[src/rtl/pulse_width_gen.sv]
// One-shot pulse generator: a one-cycle trig produces a registered pulse of exactly `width` cycles,
// followed by `holdoff` dead cycles. Define PULSE_COUNT_EN to add the 16-bit pulse_cnt output.
module pulse_width_gen #(
  parameter int unsigned CNT_W        = 16,
  parameter bit          DROP_ON_BUSY = 1'b1
) (
  input  logic             clk,
  input  logic             reset_n,
  input  logic             trig,
  input  logic [CNT_W-1:0] width,
  input  logic [CNT_W-1:0] holdoff,
  output logic             pulse_out,
  output logic             busy,
  output logic             trig_drop
`ifdef PULSE_COUNT_EN
  ,
  output logic [15:0]      pulse_cnt
`endif
);

  typedef enum logic [1:0] {
    IDLE,
    HIGH,
    HOLD
  } state_t;

  state_t           state_q, state_d;
  logic [CNT_W-1:0] cnt_q, cnt_d;
  logic [CNT_W-1:0] hold_q, hold_d;
  logic             pulse_q, pulse_d;
  logic             busy_q, busy_d;
  logic             drop_q, drop_d;
  logic             pend_q, pend_d;
  logic             start;
  logic             finish;

  always_comb begin
    state_d = state_q;
    cnt_d   = cnt_q;
    hold_d  = hold_q;
    pulse_d = pulse_q;
    busy_d  = busy_q;
    pend_d  = pend_q;
    drop_d  = 1'b0;
    start   = 1'b0;
    finish  = 1'b0;

    case (state_q)
      IDLE: begin
        if (trig) begin
          if (width != '0) start = 1'b1;
          else             drop_d = 1'b1;
        end
      end
      HIGH: begin
        if (cnt_q != '0) begin
          cnt_d = cnt_q - CNT_W'(1);
        end else begin
          pulse_d = 1'b0;
          if (hold_q != '0) begin
            cnt_d   = hold_q - CNT_W'(1);
            state_d = HOLD;
          end else begin
            finish = 1'b1;
          end
        end
      end
      HOLD: begin
        if (cnt_q != '0) cnt_d = cnt_q - CNT_W'(1);
        else             finish = 1'b1;
      end
      default: state_d = IDLE;
    endcase

    if (state_q != IDLE && trig) begin
      if (DROP_ON_BUSY || pend_q) drop_d = 1'b1;
      else                        pend_d = 1'b1;
    end

    // A queued trig (including one landing in the final busy cycle) restarts
    // directly from the last busy cycle, so busy never dips between pulses.
    if (finish) begin
      if (pend_d) begin
        pend_d = 1'b0;
        if (width != '0) begin
          start = 1'b1;
        end else begin
          drop_d  = 1'b1;
          state_d = IDLE;
          busy_d  = 1'b0;
        end
      end else begin
        state_d = IDLE;
        busy_d  = 1'b0;
      end
    end

    if (start) begin
      state_d = HIGH;
      cnt_d   = width - CNT_W'(1);
      hold_d  = holdoff;
      pulse_d = 1'b1;
      busy_d  = 1'b1;
    end
  end

  always_ff @(posedge clk or negedge reset_n) begin
    if (!reset_n) begin
      state_q <= IDLE;
      cnt_q   <= '0;
      hold_q  <= '0;
      pulse_q <= 1'b0;
      busy_q  <= 1'b0;
      drop_q  <= 1'b0;
      pend_q  <= 1'b0;
    end else begin
      state_q <= state_d;
      cnt_q   <= cnt_d;
      hold_q  <= hold_d;
      pulse_q <= pulse_d;
      busy_q  <= busy_d;
      drop_q  <= drop_d;
      pend_q  <= pend_d;
    end
  end

`ifdef PULSE_COUNT_EN
  logic [15:0] pcnt_q;

  // Counts every pulse actually started, including serviced queued trigs.
  always_ff @(posedge clk or negedge reset_n) begin
    if (!reset_n)   pcnt_q <= '0;
    else if (start) pcnt_q <= pcnt_q + 16'd1;
  end

  assign pulse_cnt = pcnt_q;
`endif

  assign pulse_out = pulse_q;
  assign busy      = busy_q;
  assign trig_drop = drop_q;

endmodule

[config.mk]
export PLATFORM = sky130hd
export DESIGN_NAME = pulse_width_gen
export DESIGN_NICKNAME = d
export VERILOG_FILES = /design/src/rtl/pulse_width_gen.sv
export SDC_FILE = /design/constraint.sdc
export NUM_CORES = 1
export LEC_CHECK = 0
export ABC_AREA = 1
export BUFFER_PORTS_ARGS = -buffer_cell sky130_fd_sc_hd__buf_4
export CAP_MARGIN = 20
export CORE_AREA = 2 2 76 78
export DETAILED_ROUTE_END_ITERATION = 6
export DIE_AREA = 0 0 78 80
export MAX_ROUTING_LAYER = met4
export PLACE_DENSITY = 0.83
export SETUP_SLACK_MARGIN = 0.05
export SLEW_MARGIN = 20
export SYNTH_ARGS = -nofsm -noshare
export SYNTH_HDL_FRONTEND = slang
export SYNTH_SLANG_ARGS = --single-unit
[constraint.sdc]
create_clock -name clk -period 2.42 [get_ports clk]
set_input_delay 0.484 -clock clk [delete_from_list [all_inputs] [get_ports clk]]
set_output_delay 0.484 -clock clk [all_outputs]
set_load 0.005 [all_outputs]
# After elaboration in Yosys (flattened, before gate mapping)
# Cells that the tools add are included.
# Widths: inputs -> output; s select.
[word_totals]
ram_bits = 0
wordCells = 56
output_inout_bits = 3
latchBits = 0
input_bits = 35
rom_bits = 0
regBits = 37
n_memories = 0
[op_classes]
reduce_logical = 13
multipliers = 0
muxes = 26
n_eq_ne = 8
div = 0
shift = 0
n_addsub = 3
n_lt_le_gt_ge = 0
bitwise_logic = 0
[ops]
columns = ["op", "count"]
rows = [
  ["$mux 16", 4],
  ["$reduce_bool 16->1", 3],
  ["$sub 16x1->16 const B", 3],
  ["$pmux 16 s2", 1],
  ["$mux 1", 15],
  ["$mux 2", 4],
  ["$ne 4x3->1 const B", 2],
  ["$reduce_and 3->1", 2],
  ["$reduce_bool 2->1", 3],
  ["$ne 4x4->1 const B", 1],
  ["$pmux 2 s2", 1],
  ["$ne 3x1->1 const B", 1],
  ["$ne 3x3->1 const B", 1],
  ["$reduce_bool 3->1", 1],
  ["$eq 2x1->1 const B", 1],
  ["$eq 2x2->1 const B", 1],
  ["$logic_not 2->1", 1],
  ["$ne 2x2->1 const B", 1],
  ["$pmux 1 s2", 1],
  ["$reduce_and 2->1", 1],
  ["$reduce_or 2->1", 1],
  ["$logic_and 1x1->1", 1],
]

# Longest topological paths before layout
[logic_depth]
depth_word = 6
depth_mapped = 13
ltp_nobuf = 13

# Worst setup path after synthesis
# No wires, ideal clock.
[synth_path]
path_kind = "register to register"
start = "register cnt_q[0]"
end = "register cnt_q[0]"
setup_slack_ps = 821
path_buffers = 1
setup_ps = 117
arrival_ps = 1483
period_less_slack_ps = 1599
required_time_ps = 2303
path_stages_with_launch = 13
cell_sequence = "dfrtp_1 inv_1 ha_1 nand2_1 nor2_1 nand2_2 nor2_4 nand2_1 nand2_2 nand2_4 buf_2 nand2_1 nand2_1"
[synth_via]
elab_chain_len = 4
word_cells_on_any_way = 9
classes_between = "1 x add/sub; 2 x eq/ne; 4 x mux; 2 x reduce/logical"
[synth_lines]
columns = ["item", "line_no", "source"]
rows = [
  ["start, declared", "28", "logic [CNT_W-1:0] cnt_q, cnt_d;"],
  ["start signal, assigned", "118", "cnt_q <= cnt_d;"],
  ["$sub 16x1->16 / $reduce_bool 16->1 (equally long branches)", "57, 69, 56", ""],
  ["$mux 16, on equally long branches", "69, 56", ""],
  ["$pmux 16 s2", "48", "case (state_q)"],
  ["$mux 16", "98", "if (start) begin"],
]
# Parallel ways exist; a longest one is shown, timed or not. The select of a mux whose other input is x is not followed.
# A chain may end at the register's enable or synchronous reset.

# Worst setup path after layout
[layout_path]
start = "register cnt_q[0]"
end = "register cnt_q[14]"
# The elaborated chain is that of the path after synthesis.

==> impl_metrics.py <==
metrics = {
    "global_route": {
        "grt-ovfl-total": 0,
        "grt_max_degree": 38,
        "grt_pass1_wl_um": 13300,
        "antenna_found_initial": 0,
        "grt_use_total_pct": 27.5,
        "grt_pass1_vias": 2993,
    },
    "routing": {
        "first_pass_iters": 5,
        "drt_wl_total_um": 7780,
        "vias": 3195,
        "via_per_inst": 5.39,
        "drt-initial-drc-count": 244,
        "routedWlPerCell_um": 13.1,
        "ant_nets": 0,
        "drc_errors": 0,
    },
    "setup_path": {
        "cp_max_fo": 16,
        "cp-start-kind": "flop",
        "worst-setup-path-type": "flop to flop",
        "crit_family": "simple AND/OR/NAND/NOR gates",
        "cp.arrival_ns": 2.19,
        "critPathSlowestCell": "dfrtp_1",
        "critical_path_buf_inv_count": 2,
        "cp-end-kind": "flop",
        "crit_chain": "inv_1 > ha_1 > nand3_1 > nor2_2 > nand3_4 > clkinv_4 > nand3_1 > nand3_1 > nand2_1 > nand2_1 > nand2_1",
        "cpPeakStageDelay_ns": 0.41,
        "cp.required_ns": 2.59,
    },
    "timing": {
        "hold_viol_final": 0,
        "drv_slew": 0,
        "final.min_clock_period_ns": 2.02,
        "relSlewSlack_pct": 69.1,
        "fin_crit_sh_pct": 83.3,
        "worst_pin_slew_ns": 0.464,
        "setup_viol": 0,
        "grt_setup_unrepaired": "no",
        "timing.fmax_mhz": 496,
        "final.setup_skew_ns": 0.0108,
        "finalSetupTns_ns": 0,
    },
    "die": {
        "core_um2": 5410,
        "die_width_um": 78,
        "die_height_um": 80,
        "dieArea_um2": 6240,
        "ioPinCount": 38,
        "rows": 27,
        "initial_utilization_pct": 57.8,
    },
    "logic_synthesis": {
        "synth.largest_area_cell": "dfrtp_1",
        "synthAdderAreaFrac_pct": 4.01,
        "ys_top_cells_by_area": "dfrtp_1, nand2_1, nand3_1",
        "synth_nets": 529,
        "syn_inst": 484,
        "synth_edf_count": 0,
        "synth-async-reset-ratio_pct": 100,
        "yosys_warnings": 0,
        "synth_top_family_by_area": "simple AND/OR/NAND/NOR gates",
        "ys_seq_area_share_pct": 29.7,
        "synth_most_common_cell": "nand2_1",
        "ys_top_cells_by_count": "nand2_1, nor2_1, nand3_1",
        "syn-cell-area_um2": 3120,
        "synth_top_area_share_pct": 29.7,
        "synth_top_flop_cell": "dfrtp_1",
        "synth_compound_area_share_pct": 5.61,
        "synth.distinct_cells": 35,
        "avgSynthCellArea_um2": 6.45,
        "synth_mux_area_share_pct": 0,
        "synth_simple_gate_area_share_pct": 45.1,
        "synth-xor-area-share_pct": 6.17,
        "ys_seq_elements": 37,
    },
    "worst_hold_path": {
        "min_path_type": "input port to asynchronous set/reset pin",
    },
    "cts": {
        "numCtsBuffers": 5,
        "clock-sinks": 37,
        "cts-root-buf": "clkbuf_8",
        "postCtsHoldBufs": 0,
        "cts_tree": "done",
        "clockBufferDepth": 2,
        "insertion_delay_ns": 0.29,
        "htreeDepth": 2,
        "cts.repair.resized": 0,
        "clk_pin_slew_ns": 0.08,
        "cts_setup_buffers": 0,
    },
    "power": {
        "p_per_area_nw_per_um2": 1110,
        "p_leak_uw": 0.00176,
        "ir_worst_vdd_uv": 564,
    },
    "place": {
        "dp_hpwl_um": 6090,
        "gp_congestion": 0.957,
        "port-buffer-count": 37,
        "placed_area_um2": 3420,
    },
    "layout": {
        "areaGrowthSynthToFinish_pct": 12.2,
        "drive_gt1_share_pct": 14.6,
        "finish.utilization_pct": 64.8,
        "n_fill_cell": 554,
        "final_nets": 565,
        "design_area_um2": 3500,
        "num_antenna_cells": 0,
    },
    "status": {
        "status": "finished clean",
    },
    "flow_run": {
        "drv_cap": 0,
    },
}
## final timing paths
path	startpoint	end	slack [ns]	depth (start not counted)
worst min register to register	pulse_out$_DFFE_PN0P_	pulse_out$_DFFE_PN0P_	0.48	2
max in group asynchronous	reset_n	cnt_q[15]$_DFFE_PN0P_	1.94	1
worst min-delay path	reset_n	hold_q[11]$_DFFE_PN0P_	0.14	1
worst max-delay path	cnt_q[0]$_DFFE_PN0P_	cnt_q[14]$_DFFE_PN0P_	0.40	11
min in group clk	holdoff[13]	hold_q[13]$_DFFE_PN0P_	0.39	3
worst max register to register	cnt_q[0]$_DFFE_PN0P_	cnt_q[14]$_DFFE_PN0P_	0.40	11
## routing by layer
metal  wire, µm  global-route usage [%]  part of all wire, %  up-vias
met1       3410                    34.9                   44     1478
met4        212                    10.7                  2.7        0
met2       3650                    44.7                   47      113
met5          0                       -                    0        -
met3        502                    3.85                  6.5       16
li1           -                       -                    -     1588
## cell usage in the layout (no fill, tap or decap)
master,instances
nand2_1,175
nor2_1,64
nand3_1,53
inv_1,47
buf_4,39
dfrtp_1,37
o21ai_0,22
xor2_1,13
ha_1,10
xnor2_1,9
nand3_2,6
nor2_2,5
nand2_2,5
clkbuf_8,5
nor3_1,3
inv_2,3
clkinv_2,3
nand4_1,3
nand3_4,2
o211ai_2,2
o211ai_1,2
nand3b_1,2
a21boi_0,1
clkinv_4,1
nor2_4,1
nand2_4,1
inv_6,1
or2_2,1
a21oi_1,1
o31ai_1,1
o21ai_1,1
nor3_2,1
clkbuf_1,1
## area by class of cell
class	count	area (µm²)	share of cell area, %
tap	72	90.1	2.57
sequential	37	926	26.4
clock inverter	2	10.0	0.286
multi-input combinational	384	1900	54.3
clock buffer	6	72.6	2.07
inverter	53	210	6.00
timing repair buffer	39	293	8.36
## per-stage QoR
stage               setup WS (ns)  hold WS (ns)  total power, µW  std cells
floorplan                   0.821         0.188             2910        484
detailed placement          0.295         0.466             3410        585
finish                      0.404         0.143             3870        593
global route                0.237         0.184             4270        593
global placement            0.378         0.463             3340        585
CTS                         0.425         0.163             3840        593
## registers in the layout, indices dropped and copies added (netlist names)
| signal | cells |
|---|---|
| hold_q | 16 |
| cnt_q | 16 |
| state_q | 2 |
| pulse_out | 1 |
| trig_drop | 1 |
| busy | 1 |
## power breakdown
group	total [µW]	switching (µW)	internal (µW)
clock network	430	230	200
logic	2250	1480	764
registers	1200	289	908
## logic make-up after synthesis
group	after synthesis
adder cells (fa/ha/maj)	10
AND/OR/NAND/NOR	322
AO/OA/AOI/OAI	30
XOR/XNOR	22
buffers and inverters	63
flip-flops	37
No activity file was read; power rests on OpenSTA's default activity.
